File: src/rtl/cpu_mem_pkg.sv
// Shared definitions for the unified-memory port arbiter: size codes,
// requester IDs and the arbiter state encoding.
package cpu_mem_pkg;

   localparam logic [1:0] SZ_BYTE = 2'b00;
   localparam logic [1:0] SZ_HALF = 2'b01;
   localparam logic [1:0] SZ_WORD = 2'b10;

   localparam logic REQ_IF = 1'b0;
   localparam logic REQ_D  = 1'b1;

   typedef enum logic [1:0] {
      ARB_IDLE  = 2'd0,
      ARB_ISSUE = 2'd1,
      ARB_WAIT  = 2'd2,
      ARB_RESP  = 2'd3
   } arb_state_t;

endpackage

File: src/rtl/mem_align_check.sv
// Combinational alignment check for one memory access; fetches are always
// word accesses, and the reserved size code counts as misaligned.
module mem_align_check
   import cpu_mem_pkg::*;
(
   input  logic [1:0] addr_lo,
   input  logic [1:0] size,
   input  logic       is_fetch,
   output logic       misaligned
);

   always_comb begin
      misaligned = 1'b0;
      if (is_fetch) begin
         misaligned = (addr_lo != 2'b00);
      end else begin
         case (size)
            SZ_BYTE: misaligned = 1'b0;
            SZ_HALF: misaligned = addr_lo[0];
            SZ_WORD: misaligned = (addr_lo != 2'b00);
            default: misaligned = 1'b1;
         endcase
      end
   end

endmodule

File: src/rtl/mem_port_arbiter.sv
// Arbitrates instruction fetch and data load/store onto one single-port memory,
// one command at a time, with alignment checking, timeout and one-cycle acks.
module mem_port_arbiter
   import cpu_mem_pkg::*;
#(
   parameter int AW      = 32,
   parameter int DW      = 32,
   parameter int TIMEOUT = 15,
   parameter int RR      = 0
) (
   input  logic          clk,
   input  logic          reset,
   input  logic          if_req,
   input  logic [AW-1:0] if_addr,
   output logic          if_ack,
   output logic [DW-1:0] if_rdata,
   output logic          if_err,
   input  logic          d_req,
   input  logic          d_we,
   input  logic [1:0]    d_size,
   input  logic [AW-1:0] d_addr,
   input  logic [DW-1:0] d_wdata,
   output logic          d_ack,
   output logic [DW-1:0] d_rdata,
   output logic          d_err,
   output logic          mem_en,
   output logic          mem_we,
   output logic [1:0]    mem_size,
   output logic [AW-1:0] mem_addr,
   output logic [DW-1:0] mem_wdata,
   input  logic [DW-1:0] mem_rdata,
   input  logic          mem_ready,
   output logic          busy,
   output logic          last_grant
);

   localparam int            CW      = (TIMEOUT > 0) ? $clog2(TIMEOUT + 1) : 1;
   localparam logic [CW-1:0] TO_VAL  = CW'(TIMEOUT);
   localparam logic [CW-1:0] CNT_MAX = {CW{1'b1}};

   arb_state_t    state_q, state_d;
   logic          any_req;
   logic          grant_id;
   logic          grant_fetch;
   logic [AW-1:0] sel_addr;
   logic [1:0]    sel_size;
   logic          sel_misaligned;
   logic          timeout_hit;
   logic [CW-1:0] cnt_q, cnt_inc;

   logic          win_q;
   logic          last_grant_q;
   logic          err_q;
   logic          cmd_we_q;
   logic [1:0]    cmd_size_q;
   logic [AW-1:0] cmd_addr_q;
   logic [DW-1:0] cmd_wdata_q;
   logic [DW-1:0] if_rdata_q;
   logic [DW-1:0] d_rdata_q;

   // On a tie, round-robin favours whoever did not win last time.
   always_comb begin
      any_req  = if_req | d_req;
      grant_id = REQ_D;
      if (if_req && d_req) begin
         grant_id = (RR != 0) ? ~last_grant_q : REQ_D;
      end else if (if_req) begin
         grant_id = REQ_IF;
      end
      grant_fetch = (grant_id == REQ_IF);
      sel_addr    = grant_fetch ? if_addr : d_addr;
      sel_size    = grant_fetch ? SZ_WORD : d_size;
   end

   mem_align_check u_align (
      .addr_lo    (sel_addr[1:0]),
      .size       (sel_size),
      .is_fetch   (grant_fetch),
      .misaligned (sel_misaligned)
   );

   assign cnt_inc     = cnt_q + 1'b1;
   assign timeout_hit = (TIMEOUT != 0) && (cnt_inc == TO_VAL);

   always_comb begin
      state_d = state_q;
      case (state_q)
         ARB_IDLE:  if (any_req) state_d = sel_misaligned ? ARB_RESP : ARB_ISSUE;
         ARB_ISSUE: state_d = ARB_WAIT;
         ARB_WAIT:  if (mem_ready || timeout_hit) state_d = ARB_RESP;
         ARB_RESP:  state_d = ARB_IDLE;
         default:   state_d = ARB_IDLE;
      endcase
   end

   always_ff @(posedge clk) begin
      if (reset) state_q <= ARB_IDLE;
      else       state_q <= state_d;
   end

   // Command, counter and read-data registers; everything clears on reset so
   // that every output reads zero while the arbiter is held in reset.
   always_ff @(posedge clk) begin
      if (reset) begin
         win_q        <= REQ_IF;
         last_grant_q <= REQ_IF;
         err_q        <= 1'b0;
         cmd_we_q     <= 1'b0;
         cmd_size_q   <= 2'b00;
         cmd_addr_q   <= '0;
         cmd_wdata_q  <= '0;
         if_rdata_q   <= '0;
         d_rdata_q    <= '0;
         cnt_q        <= '0;
      end else begin
         case (state_q)
            ARB_IDLE: begin
               if (any_req) begin
                  win_q        <= grant_id;
                  last_grant_q <= grant_id;
                  err_q        <= sel_misaligned;
                  cmd_we_q     <= grant_fetch ? 1'b0 : d_we;
                  cmd_size_q   <= sel_size;
                  cmd_addr_q   <= sel_addr;
                  cmd_wdata_q  <= grant_fetch ? '0 : d_wdata;
                  cnt_q        <= '0;
               end
            end
            ARB_WAIT: begin
               if (mem_ready) begin
                  err_q <= 1'b0;
                  if (!cmd_we_q) begin
                     if (win_q == REQ_IF) if_rdata_q <= mem_rdata;
                     else                 d_rdata_q  <= mem_rdata;
                  end
               end else begin
                  if (cnt_q != CNT_MAX) cnt_q <= cnt_inc;
                  if (timeout_hit)      err_q <= 1'b1;
               end
            end
            ARB_RESP: cnt_q <= '0;
            default: ;
         endcase
      end
   end

   assign mem_en     = (state_q == ARB_ISSUE);
   assign mem_we     = mem_en & cmd_we_q;
   assign mem_size   = cmd_size_q;
   assign mem_addr   = cmd_addr_q;
   assign mem_wdata  = cmd_wdata_q;

   assign if_ack     = (state_q == ARB_RESP) && (win_q == REQ_IF);
   assign d_ack      = (state_q == ARB_RESP) && (win_q == REQ_D);
   assign if_err     = if_ack & err_q;
   assign d_err      = d_ack & err_q;
   assign if_rdata   = if_rdata_q;
   assign d_rdata    = d_rdata_q;

   assign busy       = (state_q != ARB_IDLE);
   assign last_grant = last_grant_q;

endmodule

File: config.mk
export PLATFORM = sky130hd
export DESIGN_NAME = mem_port_arbiter
export DESIGN_NICKNAME = d
export VERILOG_FILES = /design/src/rtl/cpu_mem_pkg.sv /design/src/rtl/mem_align_check.sv /design/src/rtl/mem_port_arbiter.sv
export SDC_FILE = /design/constraint.sdc
export NUM_CORES = 1
export LEC_CHECK = 0
export CAP_MARGIN = 0
export CORE_AREA = 4 4 105 107
export CTS_BUF_LIST = sky130_fd_sc_hd__clkbuf_2
export DETAILED_ROUTE_END_ITERATION = 10
export DIE_AREA = 0 0 109 111
export DONT_BUFFER_PORTS = 1
export HOLD_SLACK_MARGIN = 0.1
export PLACE_DENSITY = 0.8
export SYNTH_ARGS = -nofsm -noshare
export SYNTH_HDL_FRONTEND = slang
export SYNTH_SLANG_ARGS = --single-unit
export TNS_END_PERCENT = 30
File: constraint.sdc
create_clock -name clk -period 1.6 [get_ports clk]
set_clock_uncertainty 0.2 [all_clocks]
set_input_delay 0.32 -clock clk [delete_from_list [all_inputs] [get_ports clk]]
set_output_delay 0.32 -clock clk [all_outputs]
set_load 0.05 [all_outputs]
==> qor.tcl <==
set qor(gp_routability_congestion) 0.8658
set qor(timing.hold.worst.start) {reset}
set qor(coreArea_um2) 10140
set qor(remaining_drc_errors) 0
set qor(synth-seq-area-share_pct) 50.80
set qor(syn_to_final_growth_pct) 37.83
set qor(violated_checks) {negative hold slack, negative setup slack}
set qor(crit_start) {state_q[0]}
set qor(netlist_instances) 629
set qor(vdd_ir_drop_max_uv) 1246
set qor(syn-mean-instance-area_um2) 8.709
set qor(finalMaxSlewViolations) 0
set qor(synth.top_cells.by_count) {sky130_fd_sc_hd__dfxtp_1, sky130_fd_sc_hd__nand2_1, sky130_fd_sc_hd__nor2_1}
set qor(drt-vias-per-instance) 6.081
set qor(grt_pass1_vias) 4704
set qor(finalHoldViolCount) 139
set qor(final_critical_path_setup_slack_ps) -639.9
set qor(hold_path.class) {in2reg}
set qor(total_power_uw) 13490
set qor(postSynth.asyncResetShare_pct) 0
set qor(cts_buffers) 17
set qor(timing.slew.headroom_pct) 72.15
set qor(grt_first_pass_wirelength_um) 23770
set qor(synth_top_area_share_pct) 50.80
set qor(worstReg2RegEnd) {mem_addr[31]}
set qor(pwr_density_cell_nw_per_um2) 1786
set qor(floorplan.initialDensity_pct) 54.03
set qor(hold_path_end) {mem_addr[14]}
set qor(floorplan.die_area_um2) 12100
set qor(grt_start_max_net_pins) 140
set qor(critical_path.reg2reg.startpoint) {state_q[0]}
set qor(timing.final.crit_share_pct) 140.0
set qor(latest_clock_arrival_within_the_worst_skew_pair_ps) 690
set qor(worst_path_largest_cell_delay_ps) 410
set qor(antenna_cells) 0
set qor(chipWidth_um) 109
set qor(critPathTopFamily) {flip-flops}
set qor(top_flip_flop_cell_by_instance_count_after_synthesis) {sky130_fd_sc_hd__dfxtp_1}
set qor(hold-path-cell-count) 1
set qor(cts_root_buf) {sky130_fd_sc_hd__clkbuf_2}
set qor(cts_tree) {yes}
set qor(number_of_distinct_library_cells_after_synthesis) 39
set qor(worst-slew-pin-transition_ps) 417.7
set qor(yosys.area.top_type) {sky130_fd_sc_hd__dfxtp_1}
set qor(num_io_pins) 274
set qor(ctsLongestPathBuffers) 2
set qor(cts.htree.levels) 4
set qor(critical_path.endpoint_type) {output port}
set qor(worst_setup_hold_path_clk_slew_ps) 250
set qor(max_freq_mhz) 446.4
set qor(critical_path_required_ps) 1080
set qor(crit_buf_inv) 1
set qor(drt_wl_total_um) 17390
set qor(finalSetupViolCount) 265
set qor(dp_hpwl_um) 10350
set qor(outcome) {complete, but fails checks}
set qor(die_height_um) 111
set qor(vias) 4950
set qor(grt-ovfl-total) 0
set qor(placement_rows) 37
set qor(yosys.cell_count.top_type) {sky130_fd_sc_hd__dfxtp_1}
set qor(max-cap-violations) 0
set qor(critical_path_arrival_ps) 1720
set qor(dpl_cell_area_um2) 5881
set qor(rrSetupSlack_ps) -400
set qor(drt_iter0_drc) 377
set qor(worstSetupPathType) {reg2out}
set qor(final.min_clock_period_ps) 2240
set qor(cp_max_fo) 3
set qor(synth.yosys.warnings) 0
set qor(static-leakage-power_uw) 0.002581
set qor(synth-edff-count) 0
set qor(number_of_antenna_violations_at_the_first_check_in_global_routing) 0
set qor(num-nets-final) 807
set qor(final_layout_size_suffix_gt1_share_pct) 50.59
set qor(synth-seq-cells) 139
set qor(post_route_ant_nets) 0
set qor(finish.instance_area_um2) 7550
set qor(track_usage_pct) 24.91
set qor(drt_pass1_iterations) 7
set qor(filler_cell_count) 626
set qor(multi_input_combinational_cell_area_um2) 2858
set qor(cpMaxStageDelayCell) {sky130_fd_sc_hd__dfxtp_2}
set qor(syn_area_um2) 5478
set qor(sequential_cell_area_um2) 3244
set qor(crit_chain) {buf_6 -> ha_4 -> nor2b_4 -> and2_4}
set qor(rr_worst_depth) 11
set qor(crit_path_start_kind) {flip-flop}
set qor(grt_setup_unrepaired) {yes}
set qor(synthTopCellsByArea) {sky130_fd_sc_hd__dfxtp_1, sky130_fd_sc_hd__nand2_1, sky130_fd_sc_hd__a21oi_1}
set qor(cts_num_sinks) 139
set qor(port_buffers) 0
set qor(hold_ws_ps) -492.3
set qor(wl_per_cell_um) 21.36
set qor(synth.net_count) 771
==> cells by family (layout without fill, tap and decap cells) <==
kind of cell    Yosys count  in the layout  synth area share, %
buf+inv                  59            108                5.665
compound gates          153            153                18.48
simple gates            240            240                17.84
mux                      32             32                5.847
flops                   139            139                50.80
fa+ha+maj                 6              6                1.370
==> power breakdown <==
part | internal, µW | leakage [µW] | switching, µW
Combinational | 2370 | 0.00123 | 2790
Clock | 479 | 0.000126 | 1420
Sequential | 4320 | 0.00123 | 2100
Total | 7180 | 0.00258 | 6310
==> how the worst max path moves through the flow <==
stage,end,slack (ps),cells after the start
2_1_floorplan,mem_addr[15],-210,9
3_3_place_gp,mem_addr[10],-90,8
3_5_place_dp,mem_addr[4],-180,8
4_1_cts,if_err,-690,4
5_1_grt,if_err,-780,4
6_report,if_err,-640,4
==> layout make-up <==
| class | instances | share of cell area [%] |
|---|---|---|
| Multi-Input combinational cell | 431 | 37.85 |
| Timing Repair Buffer | 70 | 13.66 |
| Tap cell | 136 | 2.254 |
| Clock inverter | 14 | 1.690 |
| Clock buffer | 18 | 1.193 |
| Inverter | 6 | 0.3812 |
| Sequential cell | 139 | 42.97 |
==> flip-flops by register name, summed over array words and instances (netlist names) <==
| signal | cells |
|---|---|
| err_q | 1 |
| mem_size | 2 |
| state_q | 2 |
| mem_wdata | 32 |
| if_rdata | 32 |
| cmd_we_q | 1 |
| last_grant | 1 |
| mem_addr | 32 |
| cnt_q | 4 |
| d_rdata | 32 |
==> layout by cell type, fill, tap and decap left out, drive strengths merged <==
cell and count:
dfxtp 139, nand2 135, nor2 81, a21oi 74, buf 60, a32oi 34, a211oi 33, mux2i 32
clkbuf 28, inv 14, ha 6, and2 6, o21ai 6, clkinvlp 5, nand3 4, nor2b 2
a22oi 2, nor4 2, nor3 2, nand2b 2, and3 1, or3 1, or3b 1, o21a 1
o221ai 1, and2b 1, nand3b 1, a311oi 1, or2 1, o31ai 1, clkinv 1
==> metal layers <==
layer / track usage, % / up-vias / part of all wire [%]
met1: 25.93 / 2353 / 37
li1: - / 2245 / -
met5: 0 / - / 0
met4: 9.091 / 0 / 2.1
met3: 9.843 / 41 / 10
met2: 44.35 / 311 / 51
==> repair_timing <==
item / in CTS / in global routing
hold endpoints to repair: 139 / 139
pin swaps: 20 / 18
setup endpoints to repair: 242 / 277
gates resized for setup: 309 / 88
setup buffers: 7 / 10
cloned: 0 / 12
==> per-stage QoR <==
step	setup WS (ps)	TNS, ps	util, %	cells
after detailed placement	-179.6	-10010	58.00	755
after CTS	-690.7	-40020	67.53	794
after floorplan	-207.3	-14030	-	629
after global routing	-783.4	-65460	74.47	814
after global placement	-92.12	-4434	58.00	755
final	-639.9	-42790	74.47	814
Power figures use the tool's default switching activity.
